## src/rtl/uart_tx_scheduler.sv

```systemverilog
// rtl/uart_tx_scheduler.sv - round-robin word scheduler feeding a shared UART byte transmitter
// Optional header byte {4'hA, grant_id} before each word: define UART_TX_SCHED_HEADER_EN.
module uart_tx_scheduler #(
  parameter int N_REQ = 2,
  parameter int W     = 16,
  parameter int CNT_W = 4
) (
  input  logic                                   iCE_CLK,
  input  logic                                   rst,
  input  logic [N_REQ-1:0]                       req,
  input  logic [N_REQ*W-1:0]                     req_data,
  output logic [N_REQ-1:0]                       ack,
  input  logic                                   is_transmitting,
  output logic [7:0]                             tx_byte,
  output logic                                   tx_valid,
  output logic                                   busy,
  output logic [((N_REQ > 1) ? $clog2(N_REQ) : 1)-1:0] grant_id
);

  localparam int GW     = (N_REQ > 1) ? $clog2(N_REQ) : 1;
  localparam int NBYTES = W / 8;
`ifdef UART_TX_SCHED_HEADER_EN
  localparam int TOTAL  = NBYTES + 1;
`else
  localparam int TOTAL  = NBYTES;
`endif

  typedef enum logic [1:0] {IDLE, WAIT_BUSY, WAIT_DONE} state_t;

  state_t             state_q, state_d;
  logic [W-1:0]       shift_q, shift_d;
  logic [CNT_W-1:0]   cnt_q, cnt_d;
  logic [GW-1:0]      rr_q, rr_d;
  logic [GW-1:0]      grant_q, grant_d;
  logic [7:0]         tx_byte_q, tx_byte_d;
  logic               tx_valid_q, tx_valid_d;
  logic [N_REQ-1:0]   ack_q, ack_d;

  logic [W-1:0]       words [N_REQ];
  logic               found;
  logic [GW-1:0]      win;
  logic [GW:0]        sum;

  for (genvar i = 0; i < N_REQ; i++) begin : g_words
    assign words[i] = req_data[i*W +: W];
  end

  always_ff @(posedge iCE_CLK) begin
    if (rst) begin
      state_q    <= IDLE;
      shift_q    <= '0;
      cnt_q      <= '0;
      rr_q       <= '0;
      grant_q    <= '0;
      tx_byte_q  <= '0;
      tx_valid_q <= 1'b0;
      ack_q      <= '0;
    end else begin
      state_q    <= state_d;
      shift_q    <= shift_d;
      cnt_q      <= cnt_d;
      rr_q       <= rr_d;
      grant_q    <= grant_d;
      tx_byte_q  <= tx_byte_d;
      tx_valid_q <= tx_valid_d;
      ack_q      <= ack_d;
    end
  end

  always_comb begin
    state_d    = state_q;
    shift_d    = shift_q;
    cnt_d      = cnt_q;
    rr_d       = rr_q;
    grant_d    = grant_q;
    tx_byte_d  = tx_byte_q;
    tx_valid_d = 1'b0;
    ack_d      = '0;
    found      = 1'b0;
    win        = '0;
    sum        = '0;

    // Cyclic search starting at the round-robin pointer.
    for (int k = 0; k < N_REQ; k++) begin
      sum = {1'b0, rr_q} + (GW+1)'(k);
      if (sum >= (GW+1)'(N_REQ)) sum = sum - (GW+1)'(N_REQ);
      if (!found && req[sum[GW-1:0]]) begin
        found = 1'b1;
        win   = sum[GW-1:0];
      end
    end

    case (state_q)
      IDLE: begin
        if (found && !is_transmitting) begin
          grant_d    = win;
          tx_valid_d = 1'b1;
          cnt_d      = CNT_W'(1);
          state_d    = WAIT_BUSY;
`ifdef UART_TX_SCHED_HEADER_EN
          tx_byte_d  = {4'hA, 4'(win)};
          shift_d    = words[win];
`else
          tx_byte_d  = words[win][7:0];
          shift_d    = words[win] >> 8;
`endif
        end
      end
      WAIT_BUSY: begin
        if (is_transmitting) state_d = WAIT_DONE;
      end
      WAIT_DONE: begin
        if (!is_transmitting) begin
          if (cnt_q < CNT_W'(TOTAL)) begin
            // shift_q always holds the next unsent byte in its low lane.
            tx_byte_d  = shift_q[7:0];
            shift_d    = shift_q >> 8;
            tx_valid_d = 1'b1;
            cnt_d      = cnt_q + CNT_W'(1);
            state_d    = WAIT_BUSY;
          end else begin
            ack_d[grant_q] = 1'b1;
            rr_d    = (grant_q == GW'(N_REQ-1)) ? '0 : grant_q + GW'(1);
            state_d = IDLE;
          end
        end
      end
      default: state_d = IDLE;
    endcase
  end

  assign tx_byte  = tx_byte_q;
  assign tx_valid = tx_valid_q;
  assign ack      = ack_q;
  assign busy     = (state_q != IDLE);
  assign grant_id = grant_q;

endmodule

```

## config.mk

```make
export PLATFORM = sky130hd
export DESIGN_NAME = uart_tx_scheduler
export DESIGN_NICKNAME = d
export VERILOG_FILES = /design/src/rtl/uart_tx_scheduler.sv
export SDC_FILE = /design/constraint.sdc
export NUM_CORES = 1
export LEC_CHECK = 0
export CAP_MARGIN = 0
export CORE_ASPECT_RATIO = 0.9
export CORE_UTILIZATION = 44
export DETAILED_ROUTE_END_ITERATION = 8
export PLACE_DENSITY = 0.79
export SYNTH_ARGS = -nofsm -noshare
export SYNTH_HDL_FRONTEND = slang
export SYNTH_SLANG_ARGS = --single-unit
```

## constraint.sdc

```tcl
create_clock -name iCE_CLK -period 2.54 [get_ports iCE_CLK]
set_clock_uncertainty 0.1 [all_clocks]
set_input_delay 0.508 -clock iCE_CLK [delete_from_list [all_inputs] [get_ports iCE_CLK]]
set_output_delay 0.508 -clock iCE_CLK [all_outputs]
set_load 0.01 [all_outputs]
```

==> results of run 1 <==
==> flip-flops by register name, indices dropped and copies added (netlist names) <==
name      cells
ack           2
cnt_q         4
grant_id      1
rr_q          1
shift_q       8
state_q       2
tx_byte       8
tx_valid      1
==> stage by stage <==
| step | total power [mW] | instance area (µm²) | worst slack [ps] |
|---|---|---|---|
| 2_1_floorplan | 0.575 | 1380 | 784 |
| 3_3_place_gp | 0.673 | 1900 | 340 |
| 3_5_place_dp | 0.679 | 1900 | 284 |
| 4_1_cts | 0.869 | 1930 | 370 |
| 5_1_grt | 0.907 | 1930 | 281 |
| 6_report | 0.870 | 1930 | 371 |
==> synthesized netlist by cell type <==
| cell type | number | area share [%] |
|---|---|---|
| sky130_fd_sc_hd__nor3b_1 | 1 | 0.54 |
| sky130_fd_sc_hd__nand2_1 | 3 | 0.82 |
| sky130_fd_sc_hd__dfxtp_1 | 27 | 39 |
| sky130_fd_sc_hd__nor2_1 | 15 | 4.1 |
| sky130_fd_sc_hd__or2_2 | 2 | 0.91 |
| sky130_fd_sc_hd__buf_6 | 2 | 1.6 |
| sky130_fd_sc_hd__nor4_2 | 1 | 0.91 |
| sky130_fd_sc_hd__o41ai_2 | 8 | 9.4 |
| sky130_fd_sc_hd__o21ai_2 | 1 | 0.63 |
| sky130_fd_sc_hd__o21ai_1 | 5 | 1.8 |
| sky130_fd_sc_hd__nand2b_1 | 1 | 0.45 |
| sky130_fd_sc_hd__and2_1 | 1 | 0.45 |
| sky130_fd_sc_hd__and3_1 | 3 | 1.4 |
| sky130_fd_sc_hd__a31oi_1 | 8 | 3.6 |
| sky130_fd_sc_hd__nor3_1 | 4 | 1.5 |
| sky130_fd_sc_hd__nand3_1 | 1 | 0.36 |
| sky130_fd_sc_hd__a21oi_1 | 3 | 1.1 |
| sky130_fd_sc_hd__xor2_1 | 1 | 0.63 |
| sky130_fd_sc_hd__or3_1 | 1 | 0.45 |
| sky130_fd_sc_hd__and2_4 | 1 | 0.63 |
| sky130_fd_sc_hd__or2b_1 | 1 | 0.54 |
| sky130_fd_sc_hd__o21bai_1 | 1 | 0.54 |
| sky130_fd_sc_hd__or4b_1 | 1 | 0.73 |
| sky130_fd_sc_hd__o211ai_2 | 2 | 1.8 |
| sky130_fd_sc_hd__buf_1 | 1 | 0.27 |
| sky130_fd_sc_hd__mux2i_1 | 9 | 6.5 |
| sky130_fd_sc_hd__o2bb2ai_1 | 8 | 5.1 |
| sky130_fd_sc_hd__a21boi_0 | 8 | 4.4 |
| sky130_fd_sc_hd__a2111oi_2 | 1 | 1.1 |
| sky130_fd_sc_hd__buf_2 | 3 | 1.1 |
| sky130_fd_sc_hd__o21ai_0 | 2 | 0.73 |
| sky130_fd_sc_hd__inv_1 | 1 | 0.27 |
| sky130_fd_sc_hd__o311ai_0 | 1 | 0.63 |
| sky130_fd_sc_hd__nor2b_1 | 8 | 3.6 |
| sky130_fd_sc_hd__ha_1 | 1 | 0.91 |
| sky130_fd_sc_hd__clkbuf_1 | 5 | 1.4 |
==> layout make-up <==
class | instances | area, µm² | area share [%]
clock buffers | 3 | 22.5 | 1.17
well taps | 40 | 50.0 | 2.60
repair buffers | 54 | 528 | 27.4
multi-input cells | 103 | 776 | 40.2
flip-flops and latches | 27 | 541 | 28.0
inverters | 1 | 3.75 | 0.195
clock inverters | 1 | 7.51 | 0.389
==> metal layers <==
layer	part of all wire, %	up-vias	routed length (µm)	GRT usage, %
met2	47	53	1670	41.7
met5	0	-	0	0
met1	46	605	1630	31.4
met3	6.3	6	225	5.58
li1	-	622	-	-
met4	1.5	0	54	9.09
==> critical path: stages (launching register included) <==
cell,delay (ps)
sky130_fd_sc_hd__dfxtp_1,430
sky130_fd_sc_hd__or2_2,330
sky130_fd_sc_hd__clkdlybuf4s50_1,470
==> cells by family (layout without fill, tap and decap cells) <==
group	Yosys count	after routing
AO/OA/AOI/OAI	48	48
AND/OR/NAND/NOR	44	44
flip-flops	27	27
buffers and inverters	12	59
multiplexers	9	9
adder cells (fa/ha/maj)	1	1
XOR/XNOR	1	1
==> power groups by stage <==
stage	Sequential, mW	Combinational [mW]	Clock [mW]
2_1_floorplan	0.471	0.104	0
3_3_place_gp	0.472	0.201	0
3_5_place_dp	0.473	0.207	0
4_1_cts	0.464	0.208	0.198
5_1_grt	0.467	0.226	0.214
6_report	0.465	0.207	0.198
==> worst max-delay path by stage <==
stage                       startpoint                       to  slack (ps)  cells after the start
6_report       state_q[0]$_SDFFE_PP0P_                     busy         370                      2
5_1_grt        state_q[0]$_SDFFE_PP0P_                     busy         280                      2
4_1_cts        state_q[0]$_SDFFE_PP0P_                     busy         370                      2
3_5_place_dp           is_transmitting  shift_q[3]$_SDFFE_PP0P_         280                      5
3_3_place_gp           is_transmitting  shift_q[5]$_SDFFE_PP0P_         340                      5
2_1_floorplan  state_q[1]$_SDFFE_PP0P_  tx_byte[1]$_SDFFE_PP0P_         780                      6
==> impl_metrics.py, run 1 <==
metrics = {
    "worst_hold_path": {
        "min_delay_path_depth": 1,
        "min-delay-path-class": "flop to flop",
        "worstHoldStart": "shift_q[4]$_SDFFE_PP0P_",
        "hold-path-endpoint": "shift_q[4]$_SDFFE_PP0P_",
    },
    "outcome": {
        "outcome": "completed",
    },
    "sta": {
        "maxSlewHeadroom_pct": 52.1,
        "maxSlewViolCount": 0,
        "finalWorstPathRequiredPeriod_ps": 2170,
        "finalCritPeriodShare_pct": 85.4,
        "timing.final.hold_violations": 0,
        "timing.setup.tns_ps": 0,
        "final-setup-viol-count": 0,
        "setup_repair_after_global_routing_missed_its_margin": "no",
        "worst_slew_pin_slew_ps": 717,
        "max_clock_freq_mhz": 461,
        "final.hold.worst_slack_ps": 381,
    },
    "routing": {
        "drt-wirelength-per-cell_um": 15.6,
        "detail_route.vias_per_cell": 5.62,
        "drt_wl_total_um": 3580,
        "route.vias.total": 1286,
        "drt-pass1-iter-count": 4,
        "post-route-drc-count": 0,
        "drt-initial-drc-count": 74,
        "drt.antenna.violating_nets": 0,
    },
    "layout": {
        "design.final.nets": 228,
        "area.growth.synth_to_final_pct": 39.7,
        "antenna-diode-count": 0,
        "utilization_pct": 67.4,
        "drive_gt1_share_pct": 13.2,
        "leading_cell_type_in_the_layout_fill_and_taps_excluded": "sky130_fd_sc_hd__clkdlybuf4s50_1",
        "final_cell_mix": "sky130_fd_sc_hd__clkdlybuf4s50_1 (49), sky130_fd_sc_hd__dfxtp_1 (27), sky130_fd_sc_hd__nor2_1 (15)",
        "layout_fillers": 239,
        "instances_no_fill": 229,
    },
    "place": {
        "post-dp-hpwl_um": 2690,
        "weighted_congestion_reported_at_the_end_of_routability_driven_placement": 0.796,
        "dp.cells": 225,
        "buffer_ports.inserted": 49,
    },
    "grt": {
        "number_of_antenna_violations_at_the_first_check_in_global_routing": 0,
        "grt_pass1_wl_um": 6040,
        "grt_remaining_overflow": 0,
        "grt_pass1_vias": 1339,
        "grt_start_max_net_pins": 20,
        "groute.usage.overall_pct": 24.9,
    },
    "setup_path": {
        "crit-reg2reg-capture": "tx_byte[1]$_SDFFE_PP0P_",
        "timing.critical_path.fanout_max": 9,
        "crit_type": "flop to output port",
        "kind_of_capture_point_of_the_worst_setup_path": "output port",
        "worst-r2r-cell-count": 4,
        "critPathLaunchType": "flop",
        "worst_ep_required_time_ps": 1930,
        "worst_r2r_setup_slack_ps": 600,
        "launching_point_of_the_worst_reg2reg_path": "state_q[1]$_SDFFE_PP0P_",
        "worst-endpoint-arrival_ps": 1560,
    },
    "power": {
        "p_comb_share_pct": 23.8,
        "worst_ir_drop_vdd_mv": 0.302,
        "intPower_mw": 0.624,
        "powerDensity_nw_per_um2": 451,
        "swShare_pct": 28.3,
        "clockPowerShare_pct": 22.7,
        "power.share.sequential_pct": 53.4,
        "leakage_power_of_the_design_nw": 0.748,
        "switching_power_mw": 0.246,
    },
    "floorplanning": {
        "initial_utilization_pct": 48.3,
        "fp.dieW_um": 61.0,
        "floorplan.die_area_um2": 3360,
        "placeableCoreArea_um2": 2860,
        "placement_rows": 18,
        "die_height_um": 55.1,
        "pin_count": 50,
    },
    "clocking": {
        "ctsResizeCount": 0,
        "clock-root-buffer": "sky130_fd_sc_hd__clkbuf_4",
        "worst_skew_pair.late_latency_ps": 330,
        "cts.clk_slew.worst_paths_ps": 150,
        "cts_setup_buffers": 0,
        "maximum_buffer_depth_of_the_clock_tree": 2,
        "cts_hold_repair.buffers": 0,
        "tritoncts.num_buffers": 3,
        "ctsHtreeMaxLevel": 1,
        "tritoncts": "done",
        "cts_num_sinks": 27,
    },
    "synth": {
        "synth_area_in_adders_pct": 0.907,
        "syn-num-nets": 180,
        "post_synth.cell_area_avg_um2": 9.72,
        "yosys.cell_types.count": 36,
        "synth_compound_gate_area_share_pct": 30.8,
        "yosysWarningCount": 0,
        "ys_seq_elements": 27,
        "synthesis.instances": 142,
        "synthXorXnorAreaFrac_pct": 0.635,
        "post_synth_mux_area_share_pct": 6.53,
        "dominant_combinational_cell_family_by_area_after_synthesis": "compound AO/OA/AOI/OAI gates",
        "synth.cell_area_um2": 1380,
        "synth-seq-area-share_pct": 39.2,
        "synth_simple_gate_area_share_pct": 17.3,
    },
    "job": {
        "timing.max_cap.violations": 0,
    },
}
(Power assumes the default switching activity.)
==> run 2: changes to the inputs <==
--- a/config.mk
+++ b/config.mk
@@ -5,10 +5,11 @@
 export SDC_FILE = /design/constraint.sdc
 export NUM_CORES = 1
 export LEC_CHECK = 0
-export CAP_MARGIN = 0
+export CAP_MARGIN = 15
 export CORE_ASPECT_RATIO = 0.9
 export CORE_UTILIZATION = 44
 export DETAILED_ROUTE_END_ITERATION = 8
+export GPL_ROUTABILITY_DRIVEN = 0
 export PLACE_DENSITY = 0.79
 export SYNTH_ARGS = -nofsm -noshare
 export SYNTH_HDL_FRONTEND = slang
==> results of run 2 <==
The final DEF is identical to that of run 1; final timing and power are the same.
